==> config.mk <==
export PLATFORM = sky130hd
export DESIGN_NAME = wb_spi_flash_rd
export DESIGN_NICKNAME = d
export VERILOG_FILES = /design/src/rtl/wb_spi_flash_rd.sv
export SDC_FILE = /design/constraint.sdc
export NUM_CORES = 1
export LEC_CHECK = 0
export BUFFER_PORTS_ARGS = -buffer_cell sky130_fd_sc_hd__buf_4
export CORE_ASPECT_RATIO = 1.2
export CORE_MARGIN = 5
export CORE_UTILIZATION = 30
export DETAILED_ROUTE_END_ITERATION = 10
export PLACE_DENSITY = 0.51
export SETUP_SLACK_MARGIN = 0.2
export SKIP_LAST_GASP = 1
export SLEW_MARGIN = 10
export SYNTH_ARGS = -nofsm -noshare
export SYNTH_HDL_FRONTEND = slang
export SYNTH_SLANG_ARGS = --single-unit
==> constraint.sdc <==
create_clock -name clk -period 1.95 [get_ports clk]
set_input_delay 0.39 -clock clk [delete_from_list [all_inputs] [get_ports clk]]
set_output_delay 0.39 -clock clk [all_outputs]
set_load 0.005 [all_outputs]
==> src/rtl/wb_spi_flash_rd.sv <==
// Wishbone classic slave that serves 32-bit reads from a SPI NOR flash using
// the 0x03 READ command in SPI mode 0. Writes are refused with wb_err_o.
module wb_spi_flash_rd #(
  parameter int unsigned CLK_DIV = 2
) (
  input  logic        clk,
  input  logic        reset_n,
  input  logic [31:0] wb_adr_i,
  input  logic [31:0] wb_dat_i,
  input  logic [3:0]  wb_sel_i,
  input  logic        wb_we_i,
  input  logic        wb_cyc_i,
  input  logic        wb_stb_i,
  output logic [31:0] wb_dat_o,
  output logic        wb_ack_o,
  output logic        wb_err_o,
  output logic        spi_sck_o,
  output logic        spi_cs_n_o,
  output logic        spi_mosi_o,
  input  logic        spi_miso_i
);

  typedef enum logic [1:0] {IDLE, XFER, DONE} state_t;

  localparam logic [7:0] DIV_LAST = 8'(CLK_DIV - 1);

  state_t      state, state_nxt;
  logic [63:0] tx, tx_nxt;
  logic [31:0] rx, rx_nxt;
  logic [5:0]  bit_cnt, bit_nxt;
  logic [7:0]  div_cnt, div_nxt;
  logic        sck_nxt, cs_n_nxt, mosi_nxt, ack_nxt, err_nxt;
  logic [31:0] dat_nxt;
  logic        req, half_end, sample;
  logic        unused_inputs;

  assign unused_inputs = ^{wb_dat_i, wb_sel_i, wb_adr_i[31:24], wb_adr_i[1:0]};

  assign req      = wb_cyc_i & wb_stb_i & ~wb_ack_o & ~wb_err_o;
  assign half_end = (div_cnt == DIV_LAST);
  // First cycle of the SCK-high half, data bits (32..63) only.
  assign sample   = spi_sck_o && (div_cnt == '0) && bit_cnt[5];

  always_ff @(posedge clk) begin
    if (!reset_n) begin
      state      <= IDLE;
      tx         <= '0;
      rx         <= '0;
      bit_cnt    <= '0;
      div_cnt    <= '0;
      spi_sck_o  <= 1'b0;
      spi_cs_n_o <= 1'b1;
      spi_mosi_o <= 1'b0;
      wb_ack_o   <= 1'b0;
      wb_err_o   <= 1'b0;
      wb_dat_o   <= '0;
    end else begin
      state      <= state_nxt;
      tx         <= tx_nxt;
      rx         <= rx_nxt;
      bit_cnt    <= bit_nxt;
      div_cnt    <= div_nxt;
      spi_sck_o  <= sck_nxt;
      spi_cs_n_o <= cs_n_nxt;
      spi_mosi_o <= mosi_nxt;
      wb_ack_o   <= ack_nxt;
      wb_err_o   <= err_nxt;
      wb_dat_o   <= dat_nxt;
    end
  end

  always_comb begin
    state_nxt = state;
    tx_nxt    = tx;
    rx_nxt    = rx;
    bit_nxt   = bit_cnt;
    div_nxt   = div_cnt;
    sck_nxt   = 1'b0;
    cs_n_nxt  = 1'b1;
    mosi_nxt  = 1'b0;
    ack_nxt   = 1'b0;
    err_nxt   = 1'b0;
    dat_nxt   = '0;

    case (state)
      IDLE: begin
        if (req) begin
          if (wb_we_i) begin
            err_nxt = 1'b1;
          end else begin
            state_nxt = XFER;
            tx_nxt    = {8'h03, wb_adr_i[23:2], 2'b00, 32'h0};
            rx_nxt    = '0;
            bit_nxt   = '0;
            div_nxt   = '0;
            cs_n_nxt  = 1'b0;
            mosi_nxt  = tx_nxt[63];
          end
        end
      end

      XFER: begin
        if (!wb_cyc_i) begin
          state_nxt = IDLE;
        end else begin
          cs_n_nxt = 1'b0;
          sck_nxt  = spi_sck_o;
          mosi_nxt = spi_mosi_o;
          if (sample)
            rx_nxt = {rx[30:0], spi_miso_i};
          div_nxt = half_end ? '0 : div_cnt + 8'd1;
          if (half_end) begin
            if (!spi_sck_o) begin
              sck_nxt = 1'b1;
            end else if (bit_cnt == 6'd63) begin
              // With CLK_DIV=1 the last sample and the frame end share a cycle,
              // so the returned word is taken from rx_nxt.
              state_nxt = DONE;
              cs_n_nxt  = 1'b1;
              sck_nxt   = 1'b0;
              mosi_nxt  = 1'b0;
              ack_nxt   = 1'b1;
              dat_nxt   = {rx_nxt[7:0], rx_nxt[15:8], rx_nxt[23:16], rx_nxt[31:24]};
            end else begin
              sck_nxt  = 1'b0;
              tx_nxt   = {tx[62:0], 1'b0};
              mosi_nxt = tx[62];
              bit_nxt  = bit_cnt + 6'd1;
            end
          end
        end
      end

      DONE: state_nxt = IDLE;

      default: state_nxt = IDLE;
    endcase
  end

endmodule

# --- Word level (Yosys, flattened, before mapping) ---
# Index checks and enable logic that the tools add are counted.
classes:
  eq_ne: 12
  reduce_logical: 12
  add_sub_neg: 2
  bitwise_logic: 5
  n_mux: 40
ops:
  columns: ["operator", "count"]
  rows:
  - ["$mux 63", 6]
  - ["$mux 32", 4]
  - ["$pmux 63 s2", 1]
  - ["$pmux 32 s2", 1]
  - ["$mux 6", 6]
  - ["$mux 8", 4]
  - ["$pmux 8 s2", 1]
  - ["$mux 2", 6]
  - ["$ne 2x2->1 const B", 6]
  - ["$pmux 6 s2", 1]
  - ["$ne 3x3->1 const B", 3]
  - ["$add 8x1->8 const B", 1]
  - ["$eq 8x1->1 const B", 1]
  - ["$logic_not 8->1", 1]
  - ["$mux 1", 8]
  - ["$reduce_and 7->1", 1]
  - ["$add 6x1->6 const B", 1]
  - ["$eq 6x6->1 const B", 1]
  - ["$reduce_and 3->1", 2]
  - ["$reduce_and 6->1", 1]
  - ["$reduce_and 5->1", 1]
  - ["$pmux 2 s2", 1]
  - ["$reduce_and 4->1", 1]
  - ["$and 1x1->1", 3]
  - ["7 further kinds", 9]
totals:
  wordCells: 82
  output_inout_bits: 37
  inputBits: 74
  register_bits: 148

# --- Longest topological paths before layout ---
logic_depth:
  depth_word: 6
  ltp_mapped: 8
  depth_no_buf: 6

# --- Least setup slack after synthesis ---
# No wires, ideal clock.
synth_timing:
  path_type: "input -> register"
  start: "input port reset_n"
  end: "register wb_dat_o[10]"
  setup_slack_ps: 56
  cell_stages: 6
  t_required_ps: 1884
  arrival_time_ps: 1828
  setup_time_ps: 66
  n_path_buf: 3
  cell_sequence: "clkbuf_1 -> nand4b_1 -> or4_4 -> buf_6 -> buf_12 -> a21oi_2"
synth_between:
  elab_chain_len: 1
synth_lines:
  columns: ["element", "line_no", "text"]
  rows:
  - ["from (decl)", "7", "input logic reset_n,"]
  - ["$reduce_and 6->1 (no source line)", null, null]
  - ["to (signal assigned)", "68", "wb_dat_o <= dat_nxt;"]
  - ["to (decl)", "14", "output logic [31:0] wb_dat_o,"]
# Every way passes these cells.
# A chain may end at the register's enable or synchronous reset.

# --- Worst setup path after layout ---
layout_timing:
  start: "register div_cnt[7]"
  end: "register rx[30]"
layout_between:
  elab_chain_len: 6
layout_lines:
  columns: ["element", "line_no", "text"]
  rows:
  - ["from (decl)", "31", "logic [7:0] div_cnt, div_nxt;"]
  - ["from (signal assigned)", "62", "div_cnt <= div_nxt;"]
  - ["$logic_not 8->1", "42", "assign sample = spi_sck_o && (div_cnt == '0) && bit_cnt[5];"]
  - ["$logic_and 1x1->1 (2 in a row)", "42", null]
  - ["$mux 32", "109", "if (sample)"]
  - ["$mux 32", "103", "if (!wb_cyc_i) begin"]
  - ["$pmux 32 s2", "85", "case (state)"]
  - ["to (signal assigned)", "60", "rx <= rx_nxt;"]
  - ["to (decl)", "29", "logic [31:0] rx, rx_nxt;"]
# Every way passes these cells. The select of a mux whose other input is x is not followed.

==> run_results.csv <==
group,metric,value,unit
yosys,synthTopCellsByArea,"dfxtp_1 (50%), nand2_1 (10%), a22o_1 (6.1%)",
clock_network,cts_sinks,114,
critical_path,cpMaxStageDelayCell,"or4_4",
critical_path,worstSetupStartpointType,"flop",
clock_network,clk_pin_slew,0.05,ns
clock_network,cts_hold_buf,0,
critical_path,arrival,2.21,ns
die,die_y,145,um
timing,rsz0062_at_grt,"true",
cells_and_area,stdcell_area,6710,um2
cells_and_area,multiInputGateArea,2320,um2
clock_network,cts_tree,"yes",
die,die_x,123,um
clock_network,clk_path_buf_depth,2,
die,io_pins,111,
clock_network,cts_made_buffers,17,
timing,fin_crit,1.86,ns
grt,grt_pass1_vias,3782,
run_status,status,"finished, final reports clean",
cells_and_area,insertedDiodeCount,0,
flow_run,maxCapViolCount,0,
die,fp-row-count,49,
cells_and_area,syn_to_final_growth,47.1,%
clock_network,cts_max_level,4,
yosys,yosysMostFrequentCell,"nand2_1",
grt,grt_max_degree,33,
critical_path,cp_num_buf_inv,1,
timing,finalCritPeriodShare,95.3,%
critical_path,critical_path_class,"flop to flop",
placement,place_congestion,0.773,
drt,detail-route-antenna-nets,0,
timing,hold_viol,0,
drt,vias,3969,
grt,grt_overflow_total,0,
timing,tightest_slew,0.394,ns
pwr,p_leak,2.52,nW
critical_path,path_max_fanout,16,
yosys,yosysTopAreaCellShare,50.0,%
cells_and_area,n_fill_cell,1471,
critical_path,crit_required,2.30,ns
cells_and_area,layout.cells.non_filler,804,
timing,setup_viol,0,
placement,place_hpwl,7000,um
yosys,seq_area_frac_synth,50.0,%
timing,slew_violations,0,
yosys,yosysWarnings,0,
pwr,irDropWorstVdd,0.527,mV
critical_path,reg2reg_to,"rx[30]$_SDFFE_PN0P_",
critical_path,regToRegStartpoint,"div_cnt[7]$_SDFFE_PN0P_",
yosys,ys_ff_latch,114,
yosys,syn_inst,486,
drt,drt_iter0_drc,222,
critical_path,max_stage_delay,0.57,ns
critical_path,end_kind,"flop",
min_path,min_to,"state[0]$_SDFFE_PN0P_",
min_path,hold_depth,2,
grt,grt_use_total,13.1,%
yosys,synth_cell_type_count,51,
placement,dp_cells,751,
yosys,synth-edff-count,0,
yosys,async_flop_share,0,%
drt,drt_first_pass_iters,4,
cells_and_area,drive_above_1_share,39.7,%
min_path,hold_class,"input port to flop",
placement,numPortBuffers,64,
placement,placed_area,5450,um2
yosys,syn_nets,564,
timing,fmax,538,MHz
critical_path,crit_chain,"or4_4 -> or3_4 -> nor2_4 -> clkbuf_16 -> a22o_1",
die,die_area,17800,um2
critical_path,crit_family,"simple AND/OR/NAND/NOR gates",
critical_path,regToRegSetupSlack,0.09,ns
yosys,synth.largest_area_cell,"dfxtp_1",
drt,wl,12100,um
yosys,yosys-top-cells-count,"nand2_1 (124), dfxtp_1 (114), a22o_1 (32), nand3_1 (29), a21oi_2 (28)",
cells_and_area,final-seq-area,2290,um2
die,start_util,30.5,%
yosys,syn_avg_cell_area,9.38,um2
die,coreArea,15000,um2
cells_and_area,nets,665,
clock_network,cts_root_buffer,"clkbuf_16",
grt,antenna_found_initial,0,
timing,finClkSkew,0.0109,ns
critical_path,worstRegToRegCells,5,
clock_network,clk_latency,0.42,ns
pwr,cellPowerDensity,876,nW/um2
yosys,synth_area,4560,um2
grt,grt_pass1_wl,18700,um
drt,wire_per_inst,15.0,um
drt,route.detailed.drc,0,
min_path,worstHoldStart,"wb_we_i",
drt,vias_per_cell,4.94,
timing,slew_headroom,73.7,%
yosys,ys.flop_type,"dfxtp_1",
timing,whs,0.199,ns
pwr,power,5.88,mW
-- timing repair --
action,4_1_cts,5_1_grt
setup buffers,7,2
pin swaps,3,14
gates resized for setup,31,33
cloned,5,7
setup endpoints to repair,106,107
-- cell type report --
class	instances	share of cell area, %
Clock buffer	18	6.40
Clock inverter	14	2.63
Inverter	6	0.410
Multi-Input combinational cell	331	34.6
Sequential cell	114	34.1
Tap cell	204	3.80
Timing Repair Buffer	117	18.1
-- worst reg2reg max path, cell delays in order, from the launching register on --
cell,delay [ns]
dfxtp_2,0.32
or4_4,0.57
or3_4,0.41
nor2_4,0.16
clkbuf_16,0.20
a22o_1,0.14
-- placed cells by master (no fill, tap or decap), types with 3 or more instances in the layout --
cell / instances
buf_12: 5
and3_1: 3
nand3_1: 29
buf_6: 12
a22o_1: 32
dfxtp_2: 3
a21oi_4: 3
a22oi_1: 3
inv_6: 5
bufinv_16: 3
buf_16: 6
a31oi_1: 8
o211ai_1: 3
nand2_1: 122
buf_4: 88
o21ai_0: 3
clkinv_4: 3
nand2b_1: 5
dfxtp_1: 111
o221a_2: 13
a21oi_1: 7
inv_1: 3
nor3_1: 3
nor2_1: 6
o221a_4: 9
a21oi_2: 30
o22ai_2: 6
clkbuf_16: 23
-- cells by family (layout without fill, tap and decap cells) --
| logic type | Yosys count | after routing | synth area share [%] |
|---|---|---|---|
| compound gates | 135 | 135 | 24.7 |
| flops | 114 | 114 | 50.0 |
| simple gates | 190 | 190 | 18.6 |
| mux | 1 | 1 | 0.219 |
| buf+inv | 41 | 155 | 5.16 |
| xor+xnor | 1 | 1 | 0.192 |
| fa+ha+maj | 4 | 4 | 1.10 |
-- worst max path at each step --
| stage | endpoint | slack [ns] | startpoint | cells after the start |
|---|---|---|---|---|
| after CTS | rx[26]$_SDFFE_PN0P_ | 0.07 | div_cnt[2]$_SDFFE_PN0P_ | 5 |
| after global routing | wb_dat_o[17]$_SDFF_PN0_ | 0.02 | div_cnt[7]$_SDFFE_PN0P_ | 7 |
| final | rx[30]$_SDFFE_PN0P_ | 0.09 | div_cnt[7]$_SDFFE_PN0P_ | 5 |
| after floorplan | rx[10]$_SDFFE_PN0P_ | 0.09 | div_cnt[2]$_SDFFE_PN0P_ | 6 |
| after detailed placement | tx[37]$_SDFFE_PN0P_ | -0.04 | wb_stb_i | 7 |
| after global placement | tx[40]$_SDFFE_PN0P_ | -0.03 | wb_stb_i | 7 |
-- routing by layer --
metal / share of wire [%] / vias to the layer above / track usage [%]
met5: 0 / - / 0
met4: 2.1 / 0 / 5.94
met3: 6.1 / 20 / 4.28
met2: 51 / 111 / 21.7
met1: 41 / 1873 / 15.3
li1: - / 1965 / -
-- power breakdown --
part	internal [mW]	switching, mW
clock	2.02	1.15
combinational	0.166	0.146
sequential	2.37	0.0253
-- through the flow --
step	utilization, %	setup WS [ns]	setup TNS (ns)
2_1_floorplan	-	0.0928	0
3_3_place_gp	36.4	-0.0251	-0.359
5_1_grt	44.8	0.0167	0
6_report	44.8	0.0920	0
3_5_place_dp	36.4	-0.0386	-0.557
4_1_cts	42.5	0.0697	0
-- state kept, by name, indices dropped and copies added, names as in the netlist --
register / count
bit_cnt: 6
wb_ack_o: 1
spi_mosi_o: 1
spi_sck_o: 1
spi_cs_n_o: 1
state: 2
rx: 32
wb_err_o: 1
div_cnt: 8
tx: 29
wb_dat_o: 32
Power figures use the tool's default switching activity.
